## src/rtl/seg7_pkg.sv

```systemverilog
// Shared constants and types for the seven-segment scan monitor.
// Optional binary output is enabled with SEG7_SCAN_BIN_EN.
package seg7_pkg;

  // Active-low anode select codes
  localparam logic [2:0] AN_U    = 3'b110;
  localparam logic [2:0] AN_T    = 3'b101;
  localparam logic [2:0] AN_H    = 3'b011;
  localparam logic [2:0] AN_IDLE = 3'b111;

  // Active-low segment patterns, bit6 = g ... bit0 = a
  localparam logic [6:0] SEG_0     = 7'b1000000;
  localparam logic [6:0] SEG_1     = 7'b1111001;
  localparam logic [6:0] SEG_2     = 7'b0100100;
  localparam logic [6:0] SEG_3     = 7'b0110000;
  localparam logic [6:0] SEG_4     = 7'b0011001;
  localparam logic [6:0] SEG_5     = 7'b0010010;
  localparam logic [6:0] SEG_6     = 7'b0000010;
  localparam logic [6:0] SEG_7     = 7'b1111000;
  localparam logic [6:0] SEG_8     = 7'b0000000;
  localparam logic [6:0] SEG_9     = 7'b0011000;
  localparam logic [6:0] SEG_BLANK = 7'b1111111;

  localparam logic [3:0] DIGIT_BLANK = 4'hF;
  localparam logic [3:0] DIGIT_BAD   = 4'hE;

  typedef enum logic [1:0] {
    WAIT_U,
    GOT_U,
    GOT_T
  } frame_state_e;

  // Blank or undecodable digits make the binary value meaningless.
  function automatic logic [9:0] digits_to_bin(input logic [3:0] h, input logic [3:0] t,
                                               input logic [3:0] u);
    if (h > 4'd9 || t > 4'd9 || u > 4'd9) begin
      return 10'h3FF;
    end
    return 10'(h) * 10'd100 + 10'(t) * 10'd10 + 10'(u);
  endfunction

endpackage

```

## src/rtl/seg7_pattern_decode.sv

```systemverilog
// Combinational decode of an active-low seven-segment pattern back to a BCD digit.
module seg7_pattern_decode
  import seg7_pkg::*;
(
  input  logic [6:0] seg,
  output logic [3:0] digit,
  output logic       bad
);

  always_comb begin
    digit = DIGIT_BAD;
    bad   = 1'b0;
    case (seg)
      SEG_0:     digit = 4'd0;
      SEG_1:     digit = 4'd1;
      SEG_2:     digit = 4'd2;
      SEG_3:     digit = 4'd3;
      SEG_4:     digit = 4'd4;
      SEG_5:     digit = 4'd5;
      SEG_6:     digit = 4'd6;
      SEG_7:     digit = 4'd7;
      SEG_8:     digit = 4'd8;
      SEG_9:     digit = 4'd9;
      SEG_BLANK: digit = DIGIT_BLANK;
      default:   bad   = 1'b1;
    endcase
  end

endmodule

```

## src/rtl/seg7_scan_decoder.sv

```systemverilog
// Receive-side monitor for a multiplexed 3-digit seven-segment bus; reassembles u/t/h frames.
// Define SEG7_SCAN_BIN_EN to add the registered binary `value` output.
module seg7_scan_decoder
  import seg7_pkg::*;
#(
  parameter int unsigned STABLE_CYCLES  = 4,
  parameter int unsigned TIMEOUT_CYCLES = 65536
) (
  input  logic       clk,
  input  logic       rst,
  input  logic [2:0] an_n,
  input  logic [6:0] seg_n,
  input  logic       dp_n,
  output logic [3:0] digit_u,
  output logic [3:0] digit_t,
  output logic [3:0] digit_h,
  output logic [2:0] dp,
  output logic       frame_valid,
  output logic       err,
  output logic       timeout
`ifdef SEG7_SCAN_BIN_EN
  ,
  output logic [9:0] value
`endif
);

  localparam int unsigned StabW = $clog2(STABLE_CYCLES + 1);
  localparam int unsigned ToW   = $clog2(TIMEOUT_CYCLES + 1);

  localparam logic [StabW-1:0] StabSat    = StabW'(STABLE_CYCLES);
  localparam logic [StabW-1:0] StabStrobe = StabW'(STABLE_CYCLES - 1);
  localparam logic [ToW-1:0]   ToSat      = ToW'(TIMEOUT_CYCLES);

  // ---------------------------------------------------------------------------
  // Input synchronizer and stability filter
  // ---------------------------------------------------------------------------
  logic [10:0] sync1_q, sync2_q, tuple_q;
  logic [StabW-1:0] stab_q, stab_d;
  logic changed, strobe;

  always_ff @(posedge clk) begin
    if (rst) begin
      sync1_q <= '1;
      sync2_q <= '1;
      tuple_q <= '1;
      stab_q  <= '0;
    end else begin
      sync1_q <= {an_n, seg_n, dp_n};
      sync2_q <= sync1_q;
      tuple_q <= sync2_q;
      stab_q  <= stab_d;
    end
  end

  // tuple_q is the value under test; stab_q counts how long it has matched sync2_q.
  assign changed = (sync2_q != tuple_q);

  always_comb begin
    stab_d = stab_q;
    if (changed) begin
      stab_d = '0;
    end else if (stab_q != StabSat) begin
      stab_d = stab_q + StabW'(1);
    end
  end

  assign strobe = (stab_q == StabStrobe);

  logic [2:0] samp_an;
  logic [6:0] samp_seg;
  logic       samp_dp;

  assign samp_an  = tuple_q[10:8];
  assign samp_seg = tuple_q[7:1];
  assign samp_dp  = ~tuple_q[0];

  logic [3:0] dec_digit;
  logic       dec_bad;

  seg7_pattern_decode u_decode (
    .seg   (samp_seg),
    .digit (dec_digit),
    .bad   (dec_bad)
  );

  // ---------------------------------------------------------------------------
  // Anode classification and frame FSM
  // ---------------------------------------------------------------------------
  logic hit_u, hit_t, hit_h, hit_bad;

  assign hit_u   = strobe && (samp_an == AN_U);
  assign hit_t   = strobe && (samp_an == AN_T);
  assign hit_h   = strobe && (samp_an == AN_H);
  assign hit_bad = strobe && (samp_an != AN_U) && (samp_an != AN_T) &&
                   (samp_an != AN_H) && (samp_an != AN_IDLE);

  frame_state_e state_q, state_d;
  logic [3:0] cap_u_q, cap_u_d, cap_t_q, cap_t_d;
  logic [1:0] cap_dp_q, cap_dp_d;  // {t, u}
  logic       publish, err_d;

  always_comb begin
    state_d  = state_q;
    cap_u_d  = cap_u_q;
    cap_t_d  = cap_t_q;
    cap_dp_d = cap_dp_q;
    publish  = 1'b0;
    err_d    = hit_bad | ((hit_u | hit_t | hit_h) & dec_bad);

    case (state_q)
      WAIT_U: begin
        if (hit_u) begin
          cap_u_d     = dec_digit;
          cap_dp_d[0] = samp_dp;
          state_d     = GOT_U;
        end
      end
      GOT_U: begin
        if (hit_u) begin
          cap_u_d     = dec_digit;
          cap_dp_d[0] = samp_dp;
        end else if (hit_t) begin
          cap_t_d     = dec_digit;
          cap_dp_d[1] = samp_dp;
          state_d     = GOT_T;
        end else if (hit_h) begin
          state_d = WAIT_U;
        end
      end
      GOT_T: begin
        if (hit_h) begin
          publish = 1'b1;
          state_d = WAIT_U;
        end else if (hit_u) begin
          cap_u_d     = dec_digit;
          cap_dp_d[0] = samp_dp;
          state_d     = GOT_U;
        end else if (hit_t) begin
          cap_t_d     = dec_digit;
          cap_dp_d[1] = samp_dp;
        end
      end
      default: state_d = WAIT_U;
    endcase

    if (hit_bad) begin
      state_d = WAIT_U;
    end
  end

  always_ff @(posedge clk) begin
    if (rst) begin
      state_q  <= WAIT_U;
      cap_u_q  <= DIGIT_BLANK;
      cap_t_q  <= DIGIT_BLANK;
      cap_dp_q <= '0;
    end else begin
      state_q  <= state_d;
      cap_u_q  <= cap_u_d;
      cap_t_q  <= cap_t_d;
      cap_dp_q <= cap_dp_d;
    end
  end

  // ---------------------------------------------------------------------------
  // Published outputs
  // ---------------------------------------------------------------------------
  logic [3:0] digit_u_q, digit_t_q, digit_h_q;
  logic [2:0] dp_q;
  logic       frame_valid_q, err_q;

  always_ff @(posedge clk) begin
    if (rst) begin
      digit_u_q     <= DIGIT_BLANK;
      digit_t_q     <= DIGIT_BLANK;
      digit_h_q     <= DIGIT_BLANK;
      dp_q          <= '0;
      frame_valid_q <= 1'b0;
      err_q         <= 1'b0;
    end else begin
      frame_valid_q <= publish;
      err_q         <= err_d;
      if (publish) begin
        digit_u_q <= cap_u_q;
        digit_t_q <= cap_t_q;
        digit_h_q <= dec_digit;
        dp_q      <= {samp_dp, cap_dp_q};
      end
    end
  end

  assign digit_u     = digit_u_q;
  assign digit_t     = digit_t_q;
  assign digit_h     = digit_h_q;
  assign dp          = dp_q;
  assign frame_valid = frame_valid_q;
  assign err         = err_q;

`ifdef SEG7_SCAN_BIN_EN
  logic [9:0] value_q;

  always_ff @(posedge clk) begin
    if (rst) begin
      value_q <= '0;
    end else if (publish) begin
      value_q <= digits_to_bin(dec_digit, cap_t_q, cap_u_q);
    end
  end

  assign value = value_q;
`endif

  // ---------------------------------------------------------------------------
  // Frame timeout
  // ---------------------------------------------------------------------------
  logic [ToW-1:0] to_cnt_q, to_cnt_d;
  logic           timeout_q;

  always_comb begin
    to_cnt_d = to_cnt_q;
    if (publish) begin
      to_cnt_d = '0;
    end else if (to_cnt_q != ToSat) begin
      to_cnt_d = to_cnt_q + ToW'(1);
    end
  end

  // Registered so the level drops one cycle after the frame_valid pulse.
  always_ff @(posedge clk) begin
    if (rst) begin
      to_cnt_q  <= '0;
      timeout_q <= 1'b0;
    end else begin
      to_cnt_q  <= to_cnt_d;
      timeout_q <= (to_cnt_q >= ToSat);
    end
  end

  assign timeout = timeout_q;

endmodule

```

## config.mk

```make
export PLATFORM = sky130hd
export DESIGN_NAME = seg7_scan_decoder
export DESIGN_NICKNAME = d
export VERILOG_FILES = /design/src/rtl/seg7_pkg.sv /design/src/rtl/seg7_pattern_decode.sv /design/src/rtl/seg7_scan_decoder.sv
export SDC_FILE = /design/constraint.sdc
export NUM_CORES = 1
export LEC_CHECK = 0
export BUFFER_PORTS_ARGS = -buffer_cell sky130_fd_sc_hd__buf_2
export CORE_ASPECT_RATIO = 0.7
export CORE_MARGIN = 1.5
export CORE_UTILIZATION = 61
export CTS_BUF_LIST = sky130_fd_sc_hd__clkbuf_4 sky130_fd_sc_hd__clkbuf_8
export CTS_CLUSTER_DIAMETER = 150
export CTS_CLUSTER_SIZE = 16
export DETAILED_ROUTE_END_ITERATION = 16
export GPL_TIMING_DRIVEN = 1
export PLACE_DENSITY = 0.77
export SYNTH_ARGS = -nofsm -noshare
export SYNTH_HDL_FRONTEND = slang
export SYNTH_HIERARCHICAL = 1
export SYNTH_SLANG_ARGS = --single-unit
```

## constraint.sdc

```tcl
create_clock -name clk -period 2.92 [get_ports clk]
set_input_delay 0.438 -clock clk [delete_from_list [all_inputs] [get_ports clk]]
set_output_delay 0.438 -clock clk [all_outputs]
set_load 0.05 [all_outputs]
```

==> out/metrics.yaml, run 1 <==
status:
  outcome: "complete, no violations"
place:
  place_area_um2: 3670
  gp_congestion: 0.850
  dp_hpwl_um: 4520
  io_buffers: 30
min_path:
  min_from: "dp_n"
  worst_hold_path_type: "in -> reg"
synth:
  ys_seq_elements: 83
  ys_seq_area_share_pct: 46.9
  ys.flop_type: "dfxtp_1"
  synthArstFlopShare_pct: 0
  synth_cell_types: 54
  synth_nets: 417
  ys_warn_count: 6
  avgSynthCellArea_um2: 8.97
  syn_inst: 395
  syn_area_um2: 3540
  synth-edff-count: 0
cells_and_area:
  mostFrequentLayoutCell: "dfxtp_1"
  fin_nets: 439
  n_fill_cell: 426
  fin_util_pct: 71.5
  drive_gt1_share_pct: 22.3
  final_cell_mix: "83 x dfxtp_1, 54 x nand2_1, 37 x nand3_1"
  fin_area_um2: 3870
  antenna_cells: 0
  area_growth_pct: 9.36
worst_setup_path:
  path_class: "reg -> reg"
  crit_fanout: 17
  cp-end-kind: "register"
  cp.arrival_ps: 2620
  cp-start-kind: "register"
  r2r-start: "tuple_q[4]"
  required_ps: 3160
  startpoint: "tuple_q[4]"
grt:
  antenna_found_initial: 0
  grt_overflow: 0
  grtUsageTotal_pct: 23.3
  grt_max_degree: 42
  grt_pass1_vias: 2385
  grt_pass1_wl_um: 11100
clocking:
  root_buffer: "clkbuf_8"
  cts_tree: "yes"
  path_clk_slew_ps: 80
  cts.hold.buffers_added: 0
  numCtsBuffers: 9
  worstSkewPairLatency_ps: 350
  cts.repair.resized: 0
  cts_setup_buffers: 0
  cts_htree_levels: 3
  clock_sinks: 83
  clockBufferDepth: 2
timing:
  tightest_slew_ps: 624
  min_period_over_period_pct: 81.4
  setup_tns_ps: 0
  rsz0062_at_grt: "no"
  clock.fmax_mhz: 421
  setup_viol: 0
  finalCriticalPeriod_ps: 2380
  slew-limit-headroom_pct: 58.3
  hold_violations: 0
  slew_viol_final: 0
  finClkSkew_ps: 6.59
power_and_ir_drop:
  p_sw_mw: 0.479
  internal_power_mw: 1.64
  clkPwrFrac_pct: 39.4
  pwr-share-comb_pct: 4.9
  irDropWorstVdd_v: 0.000449
  swShare_pct: 22.7
  p_seq_share_pct: 55.7
  powerDensity_nw_per_um2: 546
  p_leak_nw: 1.53
detailed_routing:
  via_count: 2690
  viasPerCell: 5.45
  finalWirelength_um: 6510
  dr.pass1.iters: 4
  drc: 0
  avgRoutedWirePerCell_um: 13.2
  drtIter0Drc: 158
  postRouteAntennaNets: 0
floorplan:
  die_width_um: 94.1
  rows: 22
  design.die.area_um2: 6280
  core_um2: 5420
  die_height_um: 66.8
  io_pins: 31
  start_util_pct: 65.3
flow_run:
  cap_viol_max_count: 0
layer usage:
layer  track usage [%]  vias to the layer above  wire length, um  share of wire (%)
met3              7.31                        7              402                6.2
met2              35.1                       79             2670                 41
met5                 0                        -                0                  0
met1              32.2                     1221             3380                 52
li1                  -                     1383                -                  -
met4              6.72                        0               64               0.98
cells by family after synthesis:
logic type	after synthesis	synth area share [%]
simple gates	201	30.1
flops	83	46.9
compound gates	36	6.71
buf+inv	35	5.23
xor+xnor	25	6.18
fa+ha+maj	10	3.46
mux	5	1.41
layout make-up:
class                           count  area [um^2]  share of cell area (%)
Inverter                           13         48.8                    1.26
Clock buffer                       11          145                    3.75
Multi-Input combinational cell    277         1700                    43.8
Sequential cell                    83         1660                    42.9
Tap cell                           72         90.1                    2.32
Timing Repair Buffer               33          173                    4.46
Clock inverter                      5         60.1                    1.55
sequential cells by signal, summed over array words and instances (netlist names):
register     flops
cap_dp_q         2
cap_u_q          4
digit_h          4
sync1_q         11
cap_t_q          4
dp               3
digit_t          4
sync2_q         11
timeout          1
state_q          2
to_cnt_q        17
err              1
frame_valid      1
digit_u          4
tuple_q         11
stab_q           3
Yosys cell counts, drive strengths merged (2+ instances only):
cell    instances  share of area (%)
a211o           2               0.49
mux2i           5                1.4
a21oi          13                1.8
ha              9                3.2
and4b           2               0.56
a21boi          2               0.42
or2            33                5.8
o21ai           7               0.99
nand2          54                5.7
nor4            8                1.4
and4            2               0.53
nor3b           5                1.1
nand3          37                5.2
xnor2           9                2.2
nor2           27                2.9
nor3           12                1.8
nand4           5                1.3
a211oi          3               0.64
dfxtp          83                 47
nand4b          2               0.49
clkbuf         11                1.4
xor2           16                4.0
or3             4               0.88
and3            4               0.92
buf            11                2.4
inv            13                1.4
power by group through the flow:
stage	clock network, mW	registers, mW	logic, mW
after floorplan	0	1.19	0.0878
after global placement	0	1.20	0.0997
after detailed placement	0	1.21	0.101
after CTS	0.853	1.18	0.102
after global routing	0.896	1.18	0.117
final	0.833	1.18	0.103
stage by stage:
stage               total power [mW]  cells  setup WS [ps]  hold slack [ps]
floorplan                       1.28    395            885              389
global placement                1.30    478            677              391
detailed placement              1.31    478            561              393
CTS                             2.13    494            548              246
global route                    2.20    494            372              246
finish                          2.11    494            544              261
path summary, 6_finish.rpt:
path	end	slack (ps)	depth (start not counted)
max	cap_u_q[1]	540	7
max reg2reg	cap_u_q[1]	540	7
min reg2reg	sync2_q[9]	410	1
min	sync1_q[0]	260	2
critical path, stage by stage (launching register included):
cell	delay [ps]
dfxtp_1	710
nand4_1	170
o311a_1	160
or4_4	560
and3_4	180
nand4b_1	250
mux2i_1	180
nand2_1	60
Note: power is estimated with default switching activity, not from simulation.
==> inputs of run 2 (changes only) <==
==> constraint.sdc (replaced) <==
create_clock -name clk -period 2.4 [get_ports clk]
set_input_delay 0.36 -clock clk [delete_from_list [all_inputs] [get_ports clk]]
set_output_delay 0.36 -clock clk [all_outputs]
set_load 0.05 [all_outputs]
==> run 2 against run 1 <==
Die area did not move. Fmax increased by 10%. Combinational power is 26% higher. Total power grew 32%. Worst setup slack got worse by 300 ps. Cell count rose by 1.2%. Critical path type unchanged. Largest cell class unchanged. Largest power group unchanged. Highest routed layer unchanged.
==> out/metrics.yaml, run 2 (synthesis results as in run 1) <==
detailed_routing:
  dr.pass1.iters: 4
  avgRoutedWirePerCell_um: 13.1
  finalWirelength_um: 6540
  viasPerCell: 5.47
  drtIter0Drc: 132
  postRouteAntennaNets: 0
  drc: 0
  via_count: 2736
timing:
  finalCriticalPeriod_ps: 2160
  setup_tns_ps: 0
  setup_viol: 0
  hold_violations: 0
  slew-limit-headroom_pct: 62.7
  tightest_slew_ps: 559
  rsz0062_at_grt: "no"
  holdWs_ps: 174
  slew_viol_final: 0
  min_period_over_period_pct: 89.9
  worst_slack_ps: 242
  finClkSkew_ps: 9.31
  clock.fmax_mhz: 463
floorplan:
  rows: 22
  design.die.area_um2: 6280
  die_width_um: 94.1
  die_height_um: 66.8
  start_util_pct: 65.3
  io_pins: 31
  core_um2: 5420
clocking:
  cts_setup_buffers: 0
  worstSkewPairLatency_ps: 360
  cts_htree_levels: 3
  cts_tree: "yes"
  numCtsBuffers: 9
  cts.repair.resized: 0
  root_buffer: "clkbuf_8"
  clock_sinks: 83
  cts.hold.buffers_added: 0
  clockBufferDepth: 2
  path_clk_slew_ps: 90
power_and_ir_drop:
  p_sw_mw: 0.619
  p_seq_share_pct: 51.2
  powerDensity_nw_per_um2: 705
  pwr-share-comb_pct: 4.7
  irDropWorstVdd_v: 0.000567
  internal_power_mw: 2.17
  swShare_pct: 22.2
  clkPwrFrac_pct: 44.2
  p_leak_nw: 1.58
cells_and_area:
  area_growth_pct: 11.9
  fin_nets: 445
  mostFrequentLayoutCell: "dfxtp_1"
  drive_gt1_share_pct: 23.4
  fin_area_um2: 3970
  regMostFlops: "to_cnt_q"
  largest_reg_flops: 17
  final_cell_mix: "83 x dfxtp_1, 54 x nand2_1, 37 x nand3_1"
  antenna_cells: 0
min_path:
  worst_hold_path_type: "in -> reg"
  whs_path_depth: 2
  whs_endpoint: "sync1_q[8]"
  min_from: "an_n[0]"
grt:
  grtUsageTotal_pct: 23.8
  grt_pass1_wl_um: 11300
  antenna_found_initial: 0
  grt_overflow: 0
  grt_max_degree: 25
  grt_pass1_vias: 2430
place:
  io_buffers: 30
  place_ws_ps: 269
  dp_hpwl_um: 4570
  place_area_um2: 3710
  gp_congestion: 0.837
worst_setup_path:
  cp.arrival_ps: 2400
  path_class: "reg -> reg"
  r2r-start: "tuple_q[5]"
  crit_fanout: 8
  required_ps: 2640
  r2r_setup_slack_ps: 240
  cp-start-kind: "register"
  cp-end-kind: "register"
  timing.rr.end: "cap_u_q[3]"
  r2r_cells: 8
flow_run:
  cap_viol_max_count: 0
status:
  outcome: "complete, no violations"
-- run 2: layer usage --
metal  up-vias  part of all wire (%)  track usage [%]
li1       1398                     -                -
met1      1246                    50             32.4
met2        79                    43             34.5
met3        13                   5.6             7.42
met4         0                   1.7             11.0
met5         -                     0                0
-- run 2: stage by stage --
stage	std cells	power, mW	util (%)
finish	500	2.79	73.1
global route	500	2.91	73.1
floorplan	395	1.56	-
detailed placement	484	1.59	68.5
CTS	500	2.82	73.1
global placement	484	1.59	68.5
-- run 2: layout make-up --
type / instances / area [um^2]
multi-input combinational: 277 / 1700
clock inverter: 7 / 128
clock buffer: 9 / 124
timing repair buffer: 39 / 218
sequential: 83 / 1660
inverter: 13 / 48.8
tap: 72 / 90.1
fill: 420 / 1460
-- run 2: worst max-delay path, cell delays in order, from the launching register on --
cell,delay [ps]
dfxtp_1,370
buf_4,190
nor3_2,220
a21boi_1,100
or4_4,520
and3_4,180
a211o_1,260
mux2i_1,140
nand2_1,60
-- run 2: power by group through the flow --
stage | clock network, mW | registers, mW | logic (mW)
6_report | 1.23 | 1.43 | 0.130
5_1_grt | 1.33 | 1.43 | 0.146
4_1_cts | 1.26 | 1.43 | 0.130
3_5_place_dp | 0 | 1.46 | 0.129
3_3_place_gp | 0 | 1.46 | 0.127
2_1_floorplan | 0 | 1.45 | 0.107
-- run 2: worst max path at each step --
stage          startpoint  depth (start not counted)  slack, ps         end
3_5_place_dp   tuple_q[5]                          8        270  cap_u_q[3]
2_1_floorplan  tuple_q[3]                          8        370  cap_u_q[3]
5_1_grt        tuple_q[5]                          8         80  cap_u_q[3]
6_report       tuple_q[5]                          8        240  cap_u_q[3]
4_1_cts        tuple_q[5]                          8        250  cap_u_q[3]
3_3_place_gp   tuple_q[5]                          8        310  cap_u_q[3]
